$ cat config.mk
export PLATFORM = sky130hd
export DESIGN_NAME = aibcr3aux_dlycal_ctrl
export DESIGN_NICKNAME = d
export VERILOG_FILES = /design/src/rtl/aibcr3aux_dlycal_ctrl.sv
export SDC_FILE = /design/constraint.sdc
export NUM_CORES = 1
export LEC_CHECK = 0
export ABC_AREA = 0
export CORE_UTILIZATION = 45
export CTS_BUF_LIST = sky130_fd_sc_hd__clkbuf_4
export DETAILED_ROUTE_END_ITERATION = 7
export PLACE_DENSITY = 0.66
export SETUP_SLACK_MARGIN = 0.02
export SYNTH_ARGS = -nofsm -noshare
export SYNTH_HDL_FRONTEND = slang
export SYNTH_SLANG_ARGS = --single-unit
$ cat constraint.sdc
create_clock -name clk -period 2 [get_ports clk]
set_input_delay 0.2 -clock clk [delete_from_list [all_inputs] [get_ports clk]]
set_output_delay 0.2 -clock clk [all_outputs]
set_load 0.02 [all_outputs]
$ cat src/rtl/aibcr3aux_dlycal_ctrl.sv
// rtl/aibcr3aux_dlycal_ctrl.sv - delay-calibration controller for the aux strobe clock delay stage
module aibcr3aux_dlycal_ctrl #(
    parameter int CODE_W     = 4,
    parameter int AVG_W      = 4,
    parameter int SETTLE_CYC = 8,
    parameter int TRACK_EN   = 1
) (
    input  logic              clk,
    input  logic              rst_n,
    input  logic              cal_start,
    input  logic              cal_bypass,
    input  logic [CODE_W-1:0] csr_code_in,
    input  logic              pd_late,
    output logic [CODE_W-1:0] dly_code,
    output logic              dly_ovrden,
    output logic              cal_busy,
    output logic              cal_done,
    output logic              cal_err
);

    localparam int CNT_W = $clog2(SETTLE_CYC + (1 << AVG_W)) + 1;
    localparam int LAT_W = AVG_W + 1;

    localparam logic [CNT_W-1:0]  SETTLE_LAST = CNT_W'(SETTLE_CYC - 1);
    localparam logic [CNT_W-1:0]  SAMPLE_LAST = CNT_W'((1 << AVG_W) - 1);
    localparam logic [LAT_W-1:0]  LATE_MAJ    = LAT_W'(1 << (AVG_W - 1));
    localparam logic [LAT_W-1:0]  TRK_LO      = LAT_W'(1 << (AVG_W - 2));
    localparam logic [LAT_W-1:0]  TRK_HI      = LAT_W'(3 * (1 << (AVG_W - 2)));
    localparam logic [CODE_W-1:0] CODE_MAX    = {CODE_W{1'b1}};

    typedef enum logic [2:0] {
        IDLE,
        SETTLE,
        SAMPLE,
        DECIDE,
        LOCK,
        ERR
    } state_t;

    state_t            state_q, state_d;
    logic [CNT_W-1:0]  cnt_q, cnt_d;
    logic [LAT_W-1:0]  late_q, late_d;
    logic [CODE_W-1:0] code_q, code_d;
    logic              ovrden_q, ovrden_d;
    logic              busy_q, busy_d;
    logic              done_q, done_d;
    logic              err_q, err_d;
    logic              track_q, track_d;

    always_ff @(posedge clk or negedge rst_n) begin
        if (!rst_n) begin
            state_q  <= IDLE;
            cnt_q    <= '0;
            late_q   <= '0;
            code_q   <= '0;
            ovrden_q <= 1'b0;
            busy_q   <= 1'b0;
            done_q   <= 1'b0;
            err_q    <= 1'b0;
            track_q  <= 1'b0;
        end else begin
            state_q  <= state_d;
            cnt_q    <= cnt_d;
            late_q   <= late_d;
            code_q   <= code_d;
            ovrden_q <= ovrden_d;
            busy_q   <= busy_d;
            done_q   <= done_d;
            err_q    <= err_d;
            track_q  <= track_d;
        end
    end

    always_comb begin
        state_d  = state_q;
        cnt_d    = cnt_q;
        late_d   = late_q;
        code_d   = code_q;
        ovrden_d = ovrden_q;
        busy_d   = busy_q;
        done_d   = done_q;
        err_d    = err_q;
        track_d  = track_q;

        if (cal_bypass) begin
            state_d  = IDLE;
            cnt_d    = '0;
            late_d   = '0;
            code_d   = csr_code_in;
            ovrden_d = 1'b1;
            busy_d   = 1'b0;
            done_d   = 1'b0;
            err_d    = 1'b0;
            track_d  = 1'b0;
        end else if (cal_start && !busy_q) begin
            // Restart is accepted from idle, lock (incl. tracking) and error alike.
            state_d  = SETTLE;
            cnt_d    = '0;
            late_d   = '0;
            code_d   = '0;
            ovrden_d = 1'b1;
            busy_d   = 1'b1;
            done_d   = 1'b0;
            err_d    = 1'b0;
            track_d  = 1'b0;
        end else begin
            case (state_q)
                IDLE: ;
                SETTLE: begin
                    if (cnt_q == SETTLE_LAST) begin
                        cnt_d   = '0;
                        late_d  = '0;
                        state_d = SAMPLE;
                    end else begin
                        cnt_d = cnt_q + 1'b1;
                    end
                end
                SAMPLE: begin
                    late_d = late_q + LAT_W'(pd_late);
                    if (cnt_q == SAMPLE_LAST) begin
                        cnt_d   = '0;
                        state_d = DECIDE;
                    end else begin
                        cnt_d = cnt_q + 1'b1;
                    end
                end
                DECIDE: begin
                    if (!track_q) begin
                        if (late_q > LATE_MAJ) begin
                            state_d = LOCK;
                            busy_d  = 1'b0;
                            done_d  = 1'b1;
                        end else if (code_q != CODE_MAX) begin
                            code_d  = code_q + 1'b1;
                            state_d = SETTLE;
                        end else begin
                            state_d = ERR;
                            busy_d  = 1'b0;
                            err_d   = 1'b1;
                        end
                    end else begin
                        // Hysteresis band between TRK_LO and TRK_HI holds the code.
                        if (late_q < TRK_LO && code_q != CODE_MAX) begin
                            code_d = code_q + 1'b1;
                        end else if (late_q > TRK_HI && code_q != '0) begin
                            code_d = code_q - 1'b1;
                        end
                        state_d = SETTLE;
                    end
                end
                LOCK: begin
                    if (TRACK_EN != 0) begin
                        track_d = 1'b1;
                        cnt_d   = '0;
                        state_d = SETTLE;
                    end
                end
                ERR: ;
                default: state_d = IDLE;
            endcase
        end
    end

    assign dly_code   = code_q;
    assign dly_ovrden = ovrden_q;
    assign cal_busy   = busy_q;
    assign cal_done   = done_q;
    assign cal_err    = err_q;

endmodule

==> flow_summary.toml, run 1 <==
[clock_tree]
clk_transition_reported_paths_ps = 130
root_buffer = "clkbuf_4"
htreeDepth = 1
cts-hold-fix-buffers = 0
cts_tree = "built"
numCtsBuffers = 3
cts_num_sinks = 23
worstSkewPairLatency_ps = 320
max-clock-path-buffers = 2

[global_routing]
pin_count_of_the_biggest_net_entering_global_routing = 24
global_route.usage.total_pct = 20.8
grt_antenna_before_repair = 0
grt_overflow_total = 0
first_global_vias = 1198
global_route_wire_length_before_repair_um = 5530

[setup_path]
crit_path_end_kind = "flop"
r2r-end = "dly_code[1]"
crit_path_class = "reg -> reg"
reg2reg_depth = 5
crit-reg2reg-launch = "late_q[2]"
critPathLaunch = "late_q[2]"
timing.reg2reg.setup_slack_ps = 70
worst_ep_required_time_ps = 2210
critical_path.max_fanout = 7
setup.worst_path.start_class = "flop"
arrival_ps = 2140

[place]
io_buffer_count = 16
post-dp-hpwl_um = 2470
place_area_sq_um = 1750
place.detailed.instances = 221
globalplace.congestion = 0.842
place_ws_ps = 30.1

[sta]
slew_headroom_pct = 67.4
finalSetupTns_ps = 0
slew_at_the_pin_closest_to_its_max_slew_limit_ps = 487
slew_viol_final = 0
unrepaired_setup_endpoints_after_global_routing = "yes"
setup_viol = 0
finalWorstPathRequiredPeriod_ps = 1930
fin_skew_ps = 6.52
setup_slack_ps = 67.8
achievable_freq_mhz = 518
period_share_pct = 96.6
finalHoldViolations = 0

[yosys]
yosys.area.top_type_share_pct = 38.0
yosys-top-cells-area = "dfrtp_1 (38%), ha_1 (4.1%), xnor2_1 (4.0%), a21oi_1 (3.3%), a22o_1 (2.9%)"
synthMostInstantiatedCell = "dfrtp_1"
synthesis.area_per_instance_sq_um = 9.59
synthDominantAreaCellType = "dfrtp_1"
syn_nets = 172
synth_seq_area_share_pct = 38.0
synth_seq_cells = 23
ys_dominant_reg_cell = "dfrtp_1"
netlist-cell-type-count = 50
number_of_enable_flip_flop_cells_after_synthesis = 0
synth_commonest_cells = "dfrtp_1 (23), nand2_1 (11), a21oi_1 (10), nor2_1 (10)"
post_synth_inst_count = 158
synth-async-reset-ratio_pct = 100
yosysWarnings = 0
syn_area_sq_um = 1520

[finish]
layout.core_utilization_pct = 57.3
antenna-diode-count = 0
layout.cell_area.non_filler_sq_um = 1790
drive_gt1_share_pct = 18.7
synthToLayoutAreaGrowth_pct = 18.3
design.final.nets = 197
stdcell_count = 226

[routing]
totalWireLength_um = 3200
vias_per_cell = 5.52
drc = 0
drt-pass1-iter-count = 4
ant_nets = 0
detailedRoute.firstIterationViolations = 35
routed_wire_length_per_instance_um = 14.2
routed-via-count = 1248

[power]
net-switching-power_w = 0.000269
power_density_nw_per_um2 = 517
p_seq_share_pct = 54.0
internal_power_w = 0.000658
switching_share_pct = 29.0
leakage_nw = 0.756
power.ir.vdd_worst_v = 0.000306
pwr-share-clk_pct = 23.9
power.combinational.fraction_pct = 22.1

[job]
max_cap_viol_count = 0

[floorplanning]
starting_density_of_the_core_pct = 48.4
ioPinCount = 17
die_h_um = 60.0
row_count = 20
coreArea_sq_um = 3130
total_die_area_sq_um = 3600
floorplan.die.width_um = 60.0

[status]
run_status = "completed"

[min_path]
hold_path_class = "in -> async"
[worst max-delay path, stage by stage, from the launching register on]
cell,delay [ps]
dfrtp_2,470
or3_4,410
o21a_4,230
a211oi_4,310
nor2_2,80
mux2_1,330
[worst max-delay path by stage]
| stage | to |
|---|---|
| 5_1_grt | dly_code[1] |
| 6_report | dly_code[1] |
| 3_5_place_dp | cnt_q[4] |
| 2_1_floorplan | dly_code[1] |
| 3_3_place_gp | cnt_q[4] |
| 4_1_cts | dly_code[1] |
[state kept, by name, indices dropped and copies added (netlist names)]
register / flops
cnt_q: 6
late_q: 5
dly_code: 4
state_q: 3
cal_busy: 1
cal_done: 1
cal_err: 1
dly_ovrden: 1
track_q: 1
[layer usage]
layer / vias to the layer above / global-route usage [%] / wire length (um)
li1: 624 / - / -
met2: 26 / 32.7 / 1510
met1: 596 / 28.6 / 1530
met4: 0 / 3.99 / 8
met3: 2 / 5.63 / 148
met5: - / 0 / 0
[cells by family (layout without fill, tap and decap cells)]
family,Yosys count,in the layout,synth area share [%]
buffers and inverters,15,39,6.19
XOR/XNOR,8,8,4.62
adder cells (fa/ha/maj),5,5,4.13
AND/OR/NAND/NOR,54,54,20.5
flip-flops,23,23,38.0
multiplexers,4,4,2.97
AO/OA/AOI/OAI,49,49,23.6
[layout make-up]
cell class / count / area, sq um
Fill cell: 285 / 1340
Tap cell: 44 / 55.1
Clock buffer: 3 / 22.5
Timing Repair Buffer: 29 / 258
Inverter: 6 / 22.5
Clock inverter: 1 / 7.51
Multi-Input combinational cell: 120 / 848
Sequential cell: 23 / 579
[stage by stage]
step	total power, W	hold WS [ps]
after floorplan	0.000626	-95.6
after global routing	0.000984	235
after detailed placement	0.000708	462
after global placement	0.000704	466
final	0.000927	214
after CTS	0.000937	208
[power groups by stage]
| stage | clock, W | combinational, W | sequential [W] |
|---|---|---|---|
| floorplan | 0 | 0.000108 | 0.000518 |
| global placement | 0 | 0.000196 | 0.000508 |
| detailed placement | 0 | 0.000199 | 0.000510 |
| CTS | 0.000236 | 0.000199 | 0.000501 |
| global route | 0.000254 | 0.000226 | 0.000504 |
| finish | 0.000222 | 0.000205 | 0.000500 |
[placed cells by master (no fill, tap or decap), types with 3 or more instances in the layout]
master,netlist,layout
dfrtp_2,0,3
a211oi_1,3,3
dfrtp_1,23,20
inv_1,6,6
nor2_1,10,10
xnor2_1,7,7
a31oi_1,5,5
clkdlybuf4s50_1,0,16
clkbuf_4,1,3
nor2b_1,7,7
a22o_1,5,5
o21ai_0,7,7
nand3_1,5,5
buf_4,1,13
ha_1,5,4
nor3_1,6,6
a21oi_1,10,10
nand2_1,11,11
o31ai_1,3,3
[what timing repair did]
item | CTS | global route
resized for setup | 0 | 4
setup endpoints to repair | 0 | 3
setup buffers | 0 | 1
Note: power is estimated with default switching activity, not from simulation.
==> inputs of run 2 (changes only) <==
--- a/config.mk
+++ b/config.mk
@@ -6,10 +6,13 @@
 export NUM_CORES = 1
 export LEC_CHECK = 0
 export ABC_AREA = 0
+export CAP_MARGIN = 20
 export CORE_UTILIZATION = 45
 export CTS_BUF_LIST = sky130_fd_sc_hd__clkbuf_4
 export DETAILED_ROUTE_END_ITERATION = 7
+export HOLD_SLACK_MARGIN = 0.12
 export PLACE_DENSITY = 0.66
+export REMOVE_ABC_BUFFERS = 1
 export SETUP_SLACK_MARGIN = 0.02
 export SYNTH_ARGS = -nofsm -noshare
 export SYNTH_HDL_FRONTEND = slang
==> run 2 against run 1 <==
Against the previous run: the run now ends with setup timing left; final area up 2.0%; cell count rose by 1.8%; global-route usage unchanged; utilization up 1.2 points; routed wire length up 2.7%; largest cell class unchanged; largest power group unchanged.
==> flow_summary.toml, run 2 (same netlist as run 1, synthesis figures left out) <==
[status]
run_status = "finished with violations"
violations = "setup timing"

[finish]
multi_input_area_sq_um = 861
antenna-diode-count = 0
registers.top_by_ff_count = "cnt_q"
seq_area_sq_um = 576
design.final.nets = 201
final_cell_mix = "dfrtp_1 (23), buf_4 (17), clkdlybuf4s50_1 (16)"
filler_cell_count = 282
synthToLayoutAreaGrowth_pct = 20.7
layout.cells.most_common = "dfrtp_1"
flip_flop_count_of_the_largest_register_all_copies_and_words_added = 6
drive_gt1_share_pct = 19.9

[floorplanning]
floorplan.die.width_um = 60.0
ioPinCount = 17
coreArea_sq_um = 3130
total_die_area_sq_um = 3600
die_h_um = 60.0
row_count = 20
starting_density_of_the_core_pct = 48.4

[sta]
setup_slack_ps = -8.75
slew_at_the_pin_closest_to_its_max_slew_limit_ps = 466
slew_viol_final = 0
slew_headroom_pct = 68.9
fin_skew_ps = 1.84
finalWorstPathRequiredPeriod_ps = 2010
period_share_pct = 100
achievable_freq_mhz = 498
setup_viol = 1
finalSetupTns_ps = -8.75
finalHoldViolations = 0

[place]
post-dp-hpwl_um = 2460
place_ws_ps = 40.4
io_buffer_count = 16
globalplace.congestion = 0.789

[setup_path]
crit_path_class = "reg -> reg"
crit_path_max_incr_delay_ps = 470
path_cells = "or3_4 -> o21a_4 -> a211oi_4 -> buf_4 -> nor3_1 -> a211oi_1"
worst_ep_required_time_ps = 2210
setup.worst_path.start_class = "flop"
critical-path-slowest-cell = "dfrtp_1"
reg2reg_depth = 6
crit-reg2reg-launch = "late_q[2]"
critPathLaunch = "late_q[2]"
critPathCapture = "dly_code[2]"
crit_path_end_kind = "flop"
r2r-end = "dly_code[2]"
timing.reg2reg.setup_slack_ps = -9
arrival_ps = 2220
critical_path.max_fanout = 7

[routing]
drt-pass1-iter-count = 4
vias_per_cell = 5.57
drc = 0
detailedRoute.firstIterationViolations = 59
ant_nets = 0
routed_wire_length_per_instance_um = 14.3
routed-via-count = 1280
totalWireLength_um = 3290

[clock_tree]
max-clock-path-buffers = 2
clk_transition_reported_paths_ps = 120
htreeDepth = 1
root_buffer = "clkbuf_4"
cts_num_sinks = 23
worstSkewPairLatency_ps = 310
cts-hold-fix-buffers = 0
cts_tree = "built"
numCtsBuffers = 3

[power]
leakage_nw = 0.781
power_density_nw_per_um2 = 501
p_seq_share_pct = 55.1
internal_power_w = 0.000652
switching_share_pct = 28.8
power.ir.vdd_worst_v = 0.000327
pwr-share-clk_pct = 23.2
power.combinational.fraction_pct = 21.7
net-switching-power_w = 0.000264

[global_routing]
grt_overflow_total = 0
pin_count_of_the_biggest_net_entering_global_routing = 24
grt_antenna_before_repair = 0
first_global_vias = 1225
global_route.usage.total_pct = 20.8
global_route_wire_length_before_repair_um = 5600

[min_path]
hold_path_class = "in -> async"

[job]
max_cap_viol_count = 0
==> run 2: area by class of cell <==
| cell class | count | area share, % |
|---|---|---|
| Clock buffer | 3 | 1.23 |
| Clock inverter | 1 | 0.274 |
| Inverter | 6 | 1.23 |
| Multi-Input combinational cell | 120 | 47.1 |
| Sequential cell | 23 | 31.5 |
| Tap cell | 44 | 3.01 |
| Timing Repair Buffer | 33 | 15.7 |
==> run 2: worst min path at each step <==
stage / from / endpoint / slack (ps) / cells past startpoint
after detailed placement: dly_ovrden / dly_ovrden / 490 / 1
after global routing: rst_n / cnt_q[2] / 250 / 2
after floorplan: rst_n / cal_busy / -100 / 0
final: rst_n / cnt_q[2] / 230 / 2
after global placement: dly_ovrden / dly_ovrden / 470 / 1
after CTS: rst_n / cnt_q[2] / 220 / 2
==> run 2: power by group through the flow <==
stage,clock network [W],registers (W),logic [W]
5_1_grt,0.000245,0.000508,0.000218
3_5_place_dp,0,0.000513,0.000194
4_1_cts,0.000223,0.000504,0.000195
6_report,0.000212,0.000505,0.000199
2_1_floorplan,0,0.000527,0.0000807
3_3_place_gp,0,0.000512,0.000189
==> run 2: what timing repair did <==
action,CTS,global route
buffers inserted,0,3
endpoints found under the hold margin,0,0
resized for setup,0,3
endpoints found under the setup margin,0,2
==> run 2: worst max-delay path, delay by kind of cell (launching register included) <==
| family | cells | cell delay [ps] |
|---|---|---|
| compound gates | 3 | 810 |
| buf+inv | 1 | 160 |
| flops | 1 | 470 |
| simple gates | 2 | 470 |
==> run 2: routing by layer <==
metal / share of wire (%) / wire [um] / track usage (%) / up-vias
met1: 48 / 1590 / 28.1 / 626
met5: 0 / 0 / 0 / -
li1: - / - / - / 629
met2: 48 / 1590 / 34.6 / 23
met3: 2.9 / 95 / 4.55 / 2
met4: 0.49 / 16 / 2.99 / 0
==> run 2: per-stage QoR <==
| stage | instance area, sq um | util [%] | total power (W) | hold WS (ps) | std cells |
|---|---|---|---|---|---|
| 6_report | 1830 | 58.5 | 0.000916 | 226 | 230 |
| 5_1_grt | 1830 | 58.5 | 0.000971 | 252 | 230 |
| 4_1_cts | 1790 | 57.3 | 0.000922 | 223 | 227 |
| 3_5_place_dp | 1760 | 56.4 | 0.000707 | 490 | 223 |
| 3_3_place_gp | 1760 | 56.4 | 0.000701 | 468 | 223 |
| 2_1_floorplan | 1440 | - | 0.000608 | -95.6 | 149 |
==> inputs of run 3 (changes only) <==
--- a/config.mk
+++ b/config.mk
@@ -10,7 +10,6 @@
 export CORE_UTILIZATION = 45
 export CTS_BUF_LIST = sky130_fd_sc_hd__clkbuf_4
 export DETAILED_ROUTE_END_ITERATION = 7
-export HOLD_SLACK_MARGIN = 0.12
 export PLACE_DENSITY = 0.66
 export REMOVE_ABC_BUFFERS = 1
 export SETUP_SLACK_MARGIN = 0.02
==> results of run 3 <==
No change in the layout: final DEF, timing and power equal those of run 2.
